$ cat src/rtl/pe_pkg.sv
// pe_pkg: opcode and scheduler-state encodings shared by the PE issue path
package pe_pkg;
    localparam int OPCODE_WIDTH = 4;
    typedef enum logic [OPCODE_WIDTH-1:0] {
        NOOP          = 4'd0,
        ADD           = 4'd1,
        SUB           = 4'd2,
        MUL           = 4'd3,
        DOTP          = 4'd4,
        STORE_TEMP_S1 = 4'd5,
        STORE_TEMP_S2 = 4'd6,
        STORE_RESULT  = 4'd7,
        STOP          = 4'd8
    } opcode_t;
    typedef enum logic [2:0] {S_IDLE, S_ISSUE, S_DRAIN, S_STOPPED, S_ERR} sched_state_t;
    function automatic logic is_vector_op(input logic [OPCODE_WIDTH-1:0] op);
        return op inside {ADD, SUB, MUL, DOTP};
    endfunction
endpackage

$ cat src/rtl/pe_issue_scheduler_if.sv
// pe_issue_scheduler_if: host command valid/ready handshake into the issue scheduler
interface pe_issue_scheduler_if import pe_pkg::*; #(
    parameter int ADDR_W = 10,
    parameter int LEN_W  = 8
);
    logic                    cmd_valid;
    logic                    cmd_ready;
    logic [OPCODE_WIDTH-1:0] cmd_op;
    logic [ADDR_W-1:0]       cmd_src_a;
    logic [ADDR_W-1:0]       cmd_src_b;
    logic [ADDR_W-1:0]       cmd_dst;
    logic [LEN_W-1:0]        cmd_len;
    modport master (output cmd_valid, cmd_op, cmd_src_a, cmd_src_b, cmd_dst, cmd_len, input cmd_ready);
    modport slave  (input cmd_valid, cmd_op, cmd_src_a, cmd_src_b, cmd_dst, cmd_len, output cmd_ready);
endinterface

$ cat src/rtl/pe_wb_tracker.sv
// pe_wb_tracker: shift register of in-flight results, read at a latency-selected tap
module pe_wb_tracker #(
    parameter int DEPTH = 4,
    parameter int OFF_W = 8,
    localparam int TAP_W = DEPTH > 1 ? $clog2(DEPTH) : 1
) (
    input  logic             clk,
    input  logic             rst,
    input  logic             push,
    input  logic             push_scalar,
    input  logic [OFF_W-1:0] push_off,
    input  logic [TAP_W-1:0] tap,
    output logic             out_valid,
    output logic             out_scalar,
    output logic [OFF_W-1:0] out_off,
    output logic             pending
);
    logic [DEPTH-1:0] v;
    logic [DEPTH-1:0] sc;
    logic [OFF_W-1:0] off [DEPTH];
    // shift every cycle; an entry is retired once it passes the tap so it can never fire later
    always_ff @(posedge clk) begin
        if (rst) v <= '0;
        else begin
            v[0] <= push;
            for (int i = 1; i < DEPTH; i++) v[i] <= v[i-1] && (TAP_W'(i-1) != tap);
        end
        sc[0]  <= push_scalar;
        off[0] <= push_off;
        for (int i = 1; i < DEPTH; i++) begin
            sc[i]  <= sc[i-1];
            off[i] <= off[i-1];
        end
    end
    // results still upstream of the tap keep the command from completing
    always_comb begin
        pending = 1'b0;
        for (int i = 0; i < DEPTH; i++) if (TAP_W'(i) < tap) pending = pending | v[i];
    end
    assign out_valid  = v[tap];
    assign out_scalar = sc[tap];
    assign out_off    = off[tap];
endmodule

$ cat src/rtl/pe_issue_scheduler.sv
// pe_issue_scheduler: expands vector commands into per-cycle PE issue beats and write-back strobes
module pe_issue_scheduler import pe_pkg::*; #(
    parameter int ADDR_W   = 10,
    parameter int LEN_W    = 8,
    parameter int ELEM_LAT = 2,
    parameter int DOTP_LAT = 4
) (
    input  logic                    clk,
    input  logic                    rst,
    pe_issue_scheduler_if.slave     cmd,
    input  logic                    hold,
    output logic                    issue_valid,
    output logic [OPCODE_WIDTH-1:0] issue_opcode,
    output logic [ADDR_W-1:0]       issue_addr_a,
    output logic [ADDR_W-1:0]       issue_addr_b,
    output logic                    issue_acc_clr,
    output logic                    wb_valid,
    output logic [ADDR_W-1:0]       wb_addr,
    output logic                    wb_scalar,
    output logic                    done,
    output logic                    err,
    output logic                    halted
);
    localparam int DEPTH = ELEM_LAT > DOTP_LAT ? ELEM_LAT : DOTP_LAT;
    localparam int TAP_W = DEPTH > 1 ? $clog2(DEPTH) : 1;
    sched_state_t            state, state_n;
    logic [OPCODE_WIDTH-1:0] op;
    logic [ADDR_W-1:0]       src_a, src_b, dst;
    logic [LEN_W-1:0]        len, k;
    logic                    accept, beat, last_beat, is_dotp;
    logic                    trk_valid, trk_scalar, pending;
    logic [LEN_W-1:0]        trk_off;
    assign cmd.cmd_ready = state == S_IDLE && !rst;
    assign accept        = cmd.cmd_valid && cmd.cmd_ready;
    assign is_dotp       = op == DOTP;
    assign beat          = state == S_ISSUE && !hold;
    assign last_beat     = k == len - 1'b1;
    assign issue_valid   = beat || (state == S_STOPPED && !halted);
    assign issue_opcode  = issue_valid ? op : NOOP;
    assign issue_addr_a  = issue_valid ? src_a + ADDR_W'(k) : '0;
    assign issue_addr_b  = issue_valid ? src_b + ADDR_W'(k) : '0;
    assign issue_acc_clr = beat && is_dotp && k == '0;
    assign wb_valid      = trk_valid;
    assign wb_scalar     = trk_valid && trk_scalar;
    assign wb_addr       = trk_valid ? dst + ADDR_W'(trk_off) : '0;
    assign done          = (state == S_DRAIN && trk_valid && !pending) || state == S_ERR;
    assign err           = state == S_ERR;
    // state register; halted latches after the single STOP issue cycle
    always_ff @(posedge clk) begin
        if (rst) begin
            state  <= S_IDLE;
            halted <= 1'b0;
        end else begin
            state <= state_n;
            if (state == S_STOPPED) halted <= 1'b1;
        end
    end
    // latch command fields on acceptance and step the beat counter on each issued beat
    always_ff @(posedge clk) begin
        if (accept) begin
            op    <= cmd.cmd_op;
            src_a <= cmd.cmd_src_a;
            src_b <= cmd.cmd_src_b;
            dst   <= cmd.cmd_dst;
            len   <= cmd.cmd_len;
            k     <= '0;
        end else if (beat) k <= k + 1'b1;
    end
    // next-state: classify commands at acceptance, leave ISSUE after the last beat, DRAIN until done
    always_comb begin
        state_n = state;
        case (state)
            S_IDLE:  if (accept) state_n = is_vector_op(cmd.cmd_op) && cmd.cmd_len != '0 ? S_ISSUE :
                                           cmd.cmd_op == STOP ? S_STOPPED : S_ERR;
            S_ISSUE: if (beat && last_beat) state_n = S_DRAIN;
            S_DRAIN: if (done) state_n = S_IDLE;
            S_ERR:   state_n = S_IDLE;
            default: ;
        endcase
    end
    pe_wb_tracker #(.DEPTH(DEPTH), .OFF_W(LEN_W)) u_trk (
        .clk         (clk),
        .rst         (rst),
        .push        (beat && (!is_dotp || last_beat)),
        .push_scalar (is_dotp),
        .push_off    (is_dotp ? '0 : k),
        .tap         (is_dotp ? TAP_W'(DOTP_LAT - 1) : TAP_W'(ELEM_LAT - 1)),
        .out_valid   (trk_valid),
        .out_scalar  (trk_scalar),
        .out_off     (trk_off),
        .pending     (pending)
    );
endmodule

$ cat src/flat_wrapper.sv
// flat-port wrapper written by rule: the top's interface ports become plain ports
module pe_issue_scheduler_flat import pe_pkg::*;
#(
    parameter int ADDR_W   = 10,
    parameter int LEN_W    = 8,
    parameter int ELEM_LAT = 2,
    parameter int DOTP_LAT = 4
)
  (clk, rst, hold, issue_valid, issue_opcode, issue_addr_a, issue_addr_b, issue_acc_clr, wb_valid, wb_addr, wb_scalar, done, err, halted, cmd_cmd_valid, cmd_cmd_op, cmd_cmd_src_a, cmd_cmd_src_b, cmd_cmd_dst, cmd_cmd_len, cmd_cmd_ready);
  pe_issue_scheduler_if #(.ADDR_W(ADDR_W), .LEN_W(LEN_W)) cmd_i ();
  input  logic clk;
  input  logic rst;
  input  logic hold;
  output logic issue_valid;
  output logic [OPCODE_WIDTH-1:0] issue_opcode;
  output logic [ADDR_W-1:0] issue_addr_a;
  output logic [ADDR_W-1:0] issue_addr_b;
  output logic issue_acc_clr;
  output logic wb_valid;
  output logic [ADDR_W-1:0] wb_addr;
  output logic wb_scalar;
  output logic done;
  output logic err;
  output logic halted;
  input wire logic [$bits(cmd_i.cmd_valid)-1:0] cmd_cmd_valid;
  input wire logic [$bits(cmd_i.cmd_op)-1:0] cmd_cmd_op;
  input wire logic [$bits(cmd_i.cmd_src_a)-1:0] cmd_cmd_src_a;
  input wire logic [$bits(cmd_i.cmd_src_b)-1:0] cmd_cmd_src_b;
  input wire logic [$bits(cmd_i.cmd_dst)-1:0] cmd_cmd_dst;
  input wire logic [$bits(cmd_i.cmd_len)-1:0] cmd_cmd_len;
  output wire logic [$bits(cmd_i.cmd_ready)-1:0] cmd_cmd_ready;
  assign cmd_i.cmd_valid = cmd_cmd_valid;
  assign cmd_i.cmd_op = cmd_cmd_op;
  assign cmd_i.cmd_src_a = cmd_cmd_src_a;
  assign cmd_i.cmd_src_b = cmd_cmd_src_b;
  assign cmd_i.cmd_dst = cmd_cmd_dst;
  assign cmd_i.cmd_len = cmd_cmd_len;
  assign cmd_cmd_ready = cmd_i.cmd_ready;
  pe_issue_scheduler #(.ADDR_W(ADDR_W), .LEN_W(LEN_W), .ELEM_LAT(ELEM_LAT), .DOTP_LAT(DOTP_LAT)) u_core (.clk(clk), .rst(rst), .cmd(cmd_i), .hold(hold), .issue_valid(issue_valid), .issue_opcode(issue_opcode), .issue_addr_a(issue_addr_a), .issue_addr_b(issue_addr_b), .issue_acc_clr(issue_acc_clr), .wb_valid(wb_valid), .wb_addr(wb_addr), .wb_scalar(wb_scalar), .done(done), .err(err), .halted(halted));
endmodule
$ cat config.mk
export PLATFORM = sky130hd
export DESIGN_NAME = pe_issue_scheduler_flat
export DESIGN_NICKNAME = d
export VERILOG_FILES = /design/src/rtl/pe_pkg.sv /design/src/rtl/pe_issue_scheduler_if.sv /design/src/rtl/pe_wb_tracker.sv /design/src/rtl/pe_issue_scheduler.sv /design/src/flat_wrapper.sv
export SDC_FILE = /design/constraint.sdc
export NUM_CORES = 1
export LEC_CHECK = 0
export CAP_MARGIN = 15
export CORE_MARGIN = 10
export CORE_UTILIZATION = 51
export CTS_BUF_LIST = sky130_fd_sc_hd__clkbuf_4
export DETAILED_ROUTE_END_ITERATION = 8
export PLACE_DENSITY = 0.79
export SLEW_MARGIN = 0
export SYNTH_ARGS = -nofsm -noshare
export SYNTH_HDL_FRONTEND = slang
export SYNTH_SLANG_ARGS = --single-unit
$ cat constraint.sdc
create_clock -name clk -period 5.76 [get_ports clk]
set_input_delay 0.576 -clock clk [delete_from_list [all_inputs] [get_ports clk]]
set_output_delay 0.576 -clock clk [all_outputs]
set_load 0.01 [all_outputs]
# --- Word level (Yosys, flattened, before mapping) ---
# Memory sizes are Yosys's and may differ from the RTL's.
# Index checks and enable logic that the tools add are counted.
word_totals:
  reg_bits: 62
  mem_bits_rw: 32
  inputBits: 46
  out_inout_bits: 42
  word_cells: 90
  n_memories: 1
mem_list:
  columns: ["name", "words", "width", "rd", "rd_ports_with_merged_regs", "wr", "line", "source"]
  rows:
  - ["u_core.u_trk.off", 4, 8, 4, 0, 4, "pe_wb_tracker.sv:20", "logic [OFF_W-1:0] off [DEPTH];"]
op_classes:
  add_sub_neg: 5
  order_cmp: 5
  eq_ne: 16
  n_mux: 20
  bitwise_logic: 3
  reduce_logical: 30
op_table:
  columns: ["operator", "n"]
  rows:
  - ["$add 10x8->10", 3]
  - ["$mux 10", 3]
  - ["$logic_and 1x1->1", 15]
  - ["$mux 3", 5]
  - ["$pmux 3 s4", 1]
  - ["$add 8x1->8 const B", 1]
  - ["$eq 4x2->1 const B", 2]
  - ["$eq 4x3->1 const B", 2]
  - ["$eq 8x8->1", 1]
  - ["$logic_not 8->1", 1]
  - ["$mux 8", 1]
  - ["$reduce_bool 4->1", 2]
  - ["$reduce_bool 8->1", 1]
  - ["$sub 8x1->8 const B", 1]
  - ["$eq 3x2->1 const B", 2]
  - ["$mux 1", 6]
  - ["$logic_not 1->1", 5]
  - ["$bmux 1 s2", 2]
  - ["$eq 4x1->1 const B", 1]
  - ["$eq 4x4->1 const B", 1]
  - ["$lt 1x2->1 const A", 2]
  - ["$lt 2x2->1 const A", 2]
  - ["$mux 4", 1]
  - ["$ne 2x2->1 const B", 2]
  - ["12 further kinds", 16]

# --- Depth between registers and ports, before layout ---
# Gate-level depths: netlist of run 1.
depth:
  word_depth: 15
  depth_mapped: 11
  ltp_nobuf: 10

# --- Cells and area by module ---
# Synthesis of run 1 repeated with hierarchy kept, for this count alone.
hier_totals:
  hier_cells: 418
  hier_area_um2: 4704.5
by_module_without_submodules:
  columns: ["module", "n_inst", "cells_each", "area_each_um2", "seq_area_each_um2"]
  rows:
  - ["pe_issue_scheduler", 1, 356, 3594.7, 1501.4]
  - ["pe_wb_tracker", 1, 62, 1109.8, 800.8]

# --- Worst setup path after synthesis of run 1 ---
# No wires, ideal clock.
synth_timing:
  kind: "register to output"
  start: "register u_core.op[3]"
  end: "output wb_addr[8]"
  arrival_time_ns: 3.467
  required_time_ns: 5.184
  setup_slack_ns: 1.717
  stages_incl_launch_ff: 12
  path_buffers: 1
  cell_sequence: "edfxtp_1 nor4b_4 clkbuf_1 mux2_2 ha_1 fa_1 a21o_1 a21oi_1 o21bai_1 a2111oi_0 nor3_1 nor3_1"
synth_via:
  elab_chain_cells: 5
  elab_cells_between_ends: 7
  cone_classes: "add/sub (1); eq/ne (1); mux (4); memory (1)"
synth_rtl:
  columns: ["item", "line", "source"]
  rows:
  - ["start: declaration", "pe_issue_scheduler.sv:27", "logic [OPCODE_WIDTH-1:0] op;"]
  - ["start signal: assignment", "pe_issue_scheduler.sv:61", "op <= cmd.cmd_op;"]
  - ["$eq 4x3->1 *", "pe_issue_scheduler.sv:35", "assign is_dotp = op == DOTP;"]
  - ["$mux 2 *", "pe_issue_scheduler.sv:87", ".tap (is_dotp ? TAP_W'(DOTP_LAT - 1) : TAP_W'(ELEM_LAT - 1)),"]
  - ["$mem_v2 4x8 or $bmux 1 s2 (tied branches)", null, null]
  - ["$add 10x8->10 or $mux 1 (tied branches)", "pe_issue_scheduler.sv:45, pe_wb_tracker.sv:40", null]
  - ["$mux 10 *", "pe_issue_scheduler.sv:45", "assign wb_addr = trk_valid ? dst + ADDR_W'(trk_off) : '0;"]
  - ["end: declaration", "flat_wrapper.sv:20", "output logic [ADDR_W-1:0] wb_addr;"]
# Every way passes the cells marked *; elsewhere a longest branch is shown, timed or not. The select of a mux whose other input is x is not followed.

# --- Final worst setup path of run 1 ---
# Same ends and word-level chain as after synthesis.

==> results of run 1 <==
## cells in the mapped netlist (9+ instances only)
library cell | count | share of area
dfxtp_1 | 52 | 0.23
nor2_1 | 44 | 0.037
edfxtp_1 | 42 | 0.28
ha_1 | 27 | 0.075
a21oi_1 | 22 | 0.024
inv_1 | 19 | 0.016
nand2_1 | 16 | 0.013
and2_1 | 15 | 0.021
o21ai_0 | 15 | 0.017
xnor2_1 | 14 | 0.027
xor2_1 | 12 | 0.023
clkbuf_1 | 11 | 0.0092
mux2_2 | 11 | 0.028
nor2b_1 | 11 | 0.015
nor3_1 | 9 | 0.010
## report_power, final
| group | switching, µW | leakage, µW | internal [µW] | total [µW] |
|---|---|---|---|---|
| combinational | 65.4 | 0.00132 | 76.0 | 141 |
| sequential | 21.1 | 0.000808 | 727 | 748 |
| clock | 245 | 0.0000748 | 103 | 348 |
| total | 332 | 0.00220 | 906 | 1240 |
## metrics by stage
step           instance area, µm²  std cells    util  hold slack (ps)
5_1_grt                      5632        617  0.6489            348.5
2_1_floorplan                4503        416       -            309.6
3_5_place_dp                 5466        599  0.6299            312.1
3_3_place_gp                 5466        599  0.6299            309.6
6_report                     5632        617  0.6489            334.7
4_1_cts                      5609        615  0.6463            344.5
## kinds of logic (layout without fill, tap and decap cells)
| group | after synthesis | after routing | share of synthesized area |
|---|---|---|---|
| AO/OA/AOI/OAI | 76 | 76 | 0.1128 |
| XOR/XNOR | 26 | 26 | 0.05057 |
| adder cells (fa/ha/maj) | 30 | 30 | 0.08836 |
| buffers and inverters | 32 | 124 | 0.02723 |
| flip-flops | 94 | 94 | 0.5113 |
| multiplexers | 16 | 16 | 0.03862 |
| other | 0 | 1 | 0 |
| AND/OR/NAND/NOR | 142 | 142 | 0.1712 |
## state kept, by name, summed over array words and instances, names as in the netlist
register          cells
u_core.k              8
u_core.halted         1
u_core.src_b         10
u_core.u_trk.sc       4
u_core.len            8
u_core.src_a         10
u_core.state          3
u_core.u_trk.v        4
u_core.u_trk.off     32
u_core.dst           10
u_core.op             4
## how the worst max path moves through the flow
| stage | start | endpoint |
|---|---|---|
| 2_1_floorplan | u_core.op[3]$_DFFE_PP_ | wb_addr[8] |
| 5_1_grt | u_core.op[3]$_DFFE_PP_ | wb_addr[8] |
| 3_3_place_gp | u_core.op[3]$_DFFE_PP_ | wb_addr[8] |
| 4_1_cts | u_core.op[1]$_DFFE_PP_ | wb_addr[8] |
| 3_5_place_dp | u_core.op[3]$_DFFE_PP_ | wb_addr[8] |
| 6_report | u_core.op[3]$_DFFE_PP_ | wb_addr[8] |
## final cells by class
cell class              instances  area [µm²]  share of cell area
inverters                      19       71.32             0.01266
multi-input cells             290        2079              0.3693
flip-flops and latches         94        2302              0.4088
repair buffers                 89       898.4              0.1595
clock inverters                 7       75.07             0.01333
clock buffers                   9       67.56             0.01200
diodes                          1       2.502           0.0004443
well taps                     108       135.1             0.02399
## routing by layer
layer | vias to the layer above | track usage
li1 | 1673 | -
met1 | 1561 | 0.1697
met2 | 76 | 0.2604
met3 | 7 | 0.03727
met4 | 0 | 0.05013
met5 | - | 0
==> flow_summary_export.csv, run 1 <==
group,metric,value,unit
synthesis,synth_warnings,0,
detailed_routing,dr_wl_met2,4948,µm
cts,cts_root_buffer,"clkbuf_4",
sta,min_period,4963,ps
layout,final_common_cell,"clkdlybuf4s50_1",
die,initial_core_util,0.5189,
setup_path,reg2reg_depth,7,
sta,skew,14.37,ps
cts,numCtsBuffers,9,
placed_design,place.gp.congestion,0.9082,
cts,cts_setup_buffers,0,
layout,layout-drive-gt1-share,0.07677,
global_route,grt_pass1_wl,15800,µm
setup_path,critPathMostFrequentCell,"nor3_1",
sta,hold_viol,0,
cts,hold_buffers,0,
synthesis,syn_area_per_cell,10.82,µm²
synthesis,synth-edff-count,42,
synthesis,syn_inst,416,
power_and_ir_drop,power,1237,µW
detailed_routing,postRouteWirelength,9684,µm
detailed_routing,met3WireLength,530,µm
detailed_routing,drcViolationCount,0,
cts,cts_sinks,94,
placed_design,post-place-ws,1351,ps
sta,tightest_slew,722.1,ps
sta,timing.final.crit_share,0.8616,
sta,max-slew-margin-rel,0.5118,
detailed_routing,wl_met1,4118,µm
synthesis,async_flop_share,0,
setup_path,r2r_setup_slack,3260,ps
run_status,status,"completed",
hold_path,hold_class,"reg2reg",
sta,rsz0062_at_grt,"no",
setup_path,path_class,"reg2out",
placed_design,hpwl,7405,µm
cts,h-tree-depth,3,
cts,clock_latency,440,ps
setup_path,critPathCaptureType,"output pin",
setup_path,arrival,4390,ps
layout,final_cell_mix,"87 x clkdlybuf4s50_1, 52 x dfxtp_1, 44 x nor2_1",
setup_path,worstReg2RegStart,"u_core.op[3]$_DFFE_PP_",
setup_path,path_depth,11,
cts,cts_tree,"done",
synthesis,synth-main-ff-cell,"dfxtp_1",
die,coreArea,0.008678,mm²
cts,cts_resized,0,
detailed_routing,firstDrtPassIters,4,
setup_path,cp_num_buf_inv,1,
global_route,grt_overflow_total,0,
detailed_routing,drt_iter0_drc,202,
detailed_routing,ant_nets,0,
die,die_y,114.0,µm
setup_path,crit_family,"compound AO/OA/AOI/OAI gates",
power_and_ir_drop,p_per_area,219.7,mW/mm²
cts,clock_path_buffers,2,
synthesis,synthesis.area,0.004503,mm²
die,die-area,0.01299,mm²
power_and_ir_drop,p_leak,0.002203,µW
synthesis,ys_seq_elements,94,
job,max_cap_violations,0,
cts,clk_pin_slew,170,ps
detailed_routing,dr.max_layer_used,"met4",
synthesis,yosysSeqAreaShare,0.5113,
die,fp.dieW,114.0,µm
sta,final.setup.tns,0,ps
synthesis,yosys.cell_types.count,51,
detailed_routing,avgViaCountPerCell,5.376,
global_route,grt_usage,0.1478,
global_route,grt_pass1_vias,3378,
die,rows,34,
die,ios,88,
hold_path,hold_depth,0,
placed_design,portBuffers,87,
layout,layout.nets,579,
sta,fin_ws,797.4,ps
setup_path,worstReg2RegEnd,"u_core.state[1]$_SDFFE_PP0P_",
detailed_routing,routedWlPerCell,15.70,µm
setup_path,path_max_fanout,4,
sta,setup-violations-final,0,
power_and_ir_drop,max-vdd-ir-drop,0.1442,mV
hold_path,hold_path.startpoint,"u_core.u_trk.off[0][7]$_SDFF_PP0_",
hold_path,hold_end,"u_core.u_trk.off[1][7]$_DFF_P_",
detailed_routing,num_vias,3317,
global_route,grt_max_degree,52,
layout,area_delta_synth_final,25.06,%
setup_path,start_kind,"flip-flop",
setup_path,crit_path_cell_trace,"nor4b_4 > mux2_2 > ha_1 > fa_1 > a21o_1 > a21oi_1 > o21bai_1 > a2111oi_0 > nor3_1 > nor3_1 > clkdlybuf4s50_1",
global_route,antenna_found_initial,1,
sta,timing.final.max_slew_violations,0,
setup_path,crit_path_max_incr_delay,570,ps
setup_path,cp_slowest_cell,"a2111oi_0",
synthesis,syn_nets,492,
sta,fmax,201.5,MHz
layout,n_fill_cell,678,
setup_path,cp.required,5180,ps
Power figures use the tool's default switching activity.
==> run 2, diff against run 1 <==
--- a/config.mk
+++ b/config.mk
@@ -15,3 +15,4 @@
 export SYNTH_ARGS = -nofsm -noshare
 export SYNTH_HDL_FRONTEND = slang
 export SYNTH_SLANG_ARGS = --single-unit
+export TNS_END_PERCENT = 5
==> results of run 2 <==
No change in the layout: final DEF, timing and power equal those of run 1.
==> run 3, diff against run 2 <==
--- a/config.mk
+++ b/config.mk
@@ -6,11 +6,10 @@
 export NUM_CORES = 1
 export LEC_CHECK = 0
 export CAP_MARGIN = 15
-export CORE_MARGIN = 10
-export CORE_UTILIZATION = 51
+export CORE_UTILIZATION = 50
 export CTS_BUF_LIST = sky130_fd_sc_hd__clkbuf_4
 export DETAILED_ROUTE_END_ITERATION = 8
-export PLACE_DENSITY = 0.79
+export PLACE_DENSITY = 0.78
 export SLEW_MARGIN = 0
 export SYNTH_ARGS = -nofsm -noshare
 export SYNTH_HDL_FRONTEND = slang
==> run 3 against run 2 <==
Total power is 2.4% lower; global-route usage is 5.0 points higher; flip-flop and latch count stayed put; critical endpoint unchanged; largest power group unchanged; highest routed layer unchanged.
==> flow_summary_export.csv, run 3 (synthesized netlist as in run 1, its figures left out) <==
group,metric,value,unit
power_and_ir_drop,p_comb_frac,0.116,
detailed_routing,num_vias,3307,
global_route,grt_pass1_vias,3288,
detailed_routing,drt_iter0_drc,181,
setup_path,cp_slowest_cell,"a2111oi_0",
die,fp.dieW,96.90,µm
job,max_cap_violations,0,
power_and_ir_drop,p_leak,0.002200,µW
placed_design,place.gp.congestion,0.8046,
sta,final.setup.tns,0,ps
cts,hold_buffers,0,
setup_path,crit_path_cell_trace,"nor4b_4 > mux2_2 > ha_1 > fa_1 > a21o_1 > a21oi_1 > o21bai_1 > a2111oi_0 > nor3_1 > nor3_1 > clkdlybuf4s50_1",
setup_path,cp_num_buf_inv,1,
detailed_routing,avgViaCountPerCell,5.369,
cts,cts_root_buffer,"clkbuf_4",
layout,final_common_cell,"clkdlybuf4s50_1",
cts,cts_resized,0,
sta,min_period,4963,ps
power_and_ir_drop,p_per_area,215.6,mW/mm²
setup_path,crit_family,"compound AO/OA/AOI/OAI gates",
global_route,grt_pass1_wl,14890,µm
power_and_ir_drop,p_sw_frac,0.2518,
power_and_ir_drop,intPower,903.7,µW
layout,top_register,"u_core.u_trk.off",
setup_path,cp.required,5180,ps
sta,fmax,201.5,MHz
die,initial_core_util,0.5164,
power_and_ir_drop,p_sw,304.2,µW
sta,setup-violations-final,0,
cts,clock_path_buffers,2,
die,die_y,96.90,µm
detailed_routing,ant_nets,0,
hold_path,hold_class,"reg2reg",
cts,cts_setup_buffers,0,
sta,rsz0062_at_grt,"no",
setup_path,crit_path_max_incr_delay,600,ps
detailed_routing,postRouteWirelength,8966,µm
cts,clock_latency,450,ps
die,coreArea,0.008721,mm²
layout,layout.nets,579,
die,ios,88,
layout,diodes,0,
layout,final_cell_area,0.005603,mm²
placed_design,portBuffers,87,
layout,layout-drive-gt1-share,0.07677,
cts,numCtsBuffers,9,
layout,area_delta_synth_final,24.42,%
cts,cts_tree,"done",
sta,hold_viol,0,
layout,n_fill_cell,696,
sta,max-slew-margin-rel,0.5357,
die,rows,34,
setup_path,path_class,"reg2out",
cts,cts_sinks,94,
global_route,antenna_found_initial,0,
power_and_ir_drop,pwr-share-seq,0.619,
placed_design,hpwl,6571,µm
global_route,grt_overflow_total,0,
setup_path,arrival,4390,ps
layout,largest_reg_flops,32,
cts,h-tree-depth,3,
die,die-area,0.009390,mm²
setup_path,critPathCaptureType,"output pin",
setup_path,start_kind,"flip-flop",
global_route,grt_usage,0.1976,
sta,skew,15.92,ps
detailed_routing,routedWlPerCell,14.56,µm
power_and_ir_drop,clockPowerShare,0.265,
layout,final_cell_mix,"87 x clkdlybuf4s50_1, 52 x dfxtp_1, 44 x nor2_1",
cts,clk_pin_slew,150,ps
run_status,status,"completed",
setup_path,path_max_fanout,4,
sta,timing.final.crit_share,0.8617,
power_and_ir_drop,max-vdd-ir-drop,0.1248,mV
placed_design,placed_cell_area,0.005466,mm²
setup_path,critPathMostFrequentCell,"nor3_1",
detailed_routing,firstDrtPassIters,4,
sta,tightest_slew,686.8,ps
global_route,grt_max_degree,52,
sta,timing.final.max_slew_violations,0,
detailed_routing,drcViolationCount,0,
-- run 3: metal layers --
layer	global-route usage	routed length [µm]	share of wire
met5	0	0	0
met2	0.3543	4618	0.52
met4	0.07118	98	0.011
met3	0.04841	443	0.049
met1	0.2273	3805	0.42
-- run 3: area by class of cell --
type                            instances  area, µm²  area share
Inverter                               19      71.32     0.01273
Sequential cell                        94       2302      0.4109
Multi-Input combinational cell        290       2079      0.3711
Clock buffer                           11      82.58     0.01474
Tap cell                              108      135.1     0.02412
Timing Repair Buffer                   89      898.4      0.1603
Clock inverter                          5      33.78    0.006029
-- run 3: final timing paths --
kind,depth (start not counted),slack [ps],from,to
setup reg to reg,7,3290,u_core.op[3]$_DFFE_PP_,u_core.state[1]$_SDFFE_PP0P_
hold / removal,0,330,u_core.u_trk.off[2][6]$_DFF_P_,u_core.u_trk.off[3][6]$_DFF_P_
hold reg to reg,0,330,u_core.u_trk.off[2][6]$_DFF_P_,u_core.u_trk.off[3][6]$_DFF_P_
setup / recovery,11,800,u_core.op[3]$_DFFE_PP_,wb_addr[8]
-- run 3: worst register-to-register path, cell delays in order, from the launching register on --
cell and delay [ps]:
edfxtp_1 440, nor4b_4 500, buf_4 330, nand3_1 140, a2111oi_2 420, nor2_1 120, o311a_1 340, o21a_1 100
-- run 3: through the flow --
stage | power (µW) | util | hold WS [ps] | setup WS, ps | instances
after floorplan | 834.4 | - | 309.6 | 1717 | 416
after global placement | 895.9 | 0.6268 | 310.3 | 1407 | 599
after detailed placement | 901.9 | 0.6268 | 312.1 | 1340 | 599
after CTS | 1219 | 0.6402 | 328.1 | 800.8 | 615
after global routing | 1267 | 0.6425 | 329.2 | 494.0 | 616
final | 1208 | 0.6425 | 329.8 | 796.6 | 616
-- run 3: power by group through the flow --
stage | clock, µW | combinational, µW | sequential [µW]
after detailed placement | 0 | 138 | 764
final | 320 | 140 | 748
after CTS | 331 | 139 | 749
after global routing | 359 | 155 | 753
after global placement | 0 | 133 | 763
after floorplan | 0 | 80.4 | 754
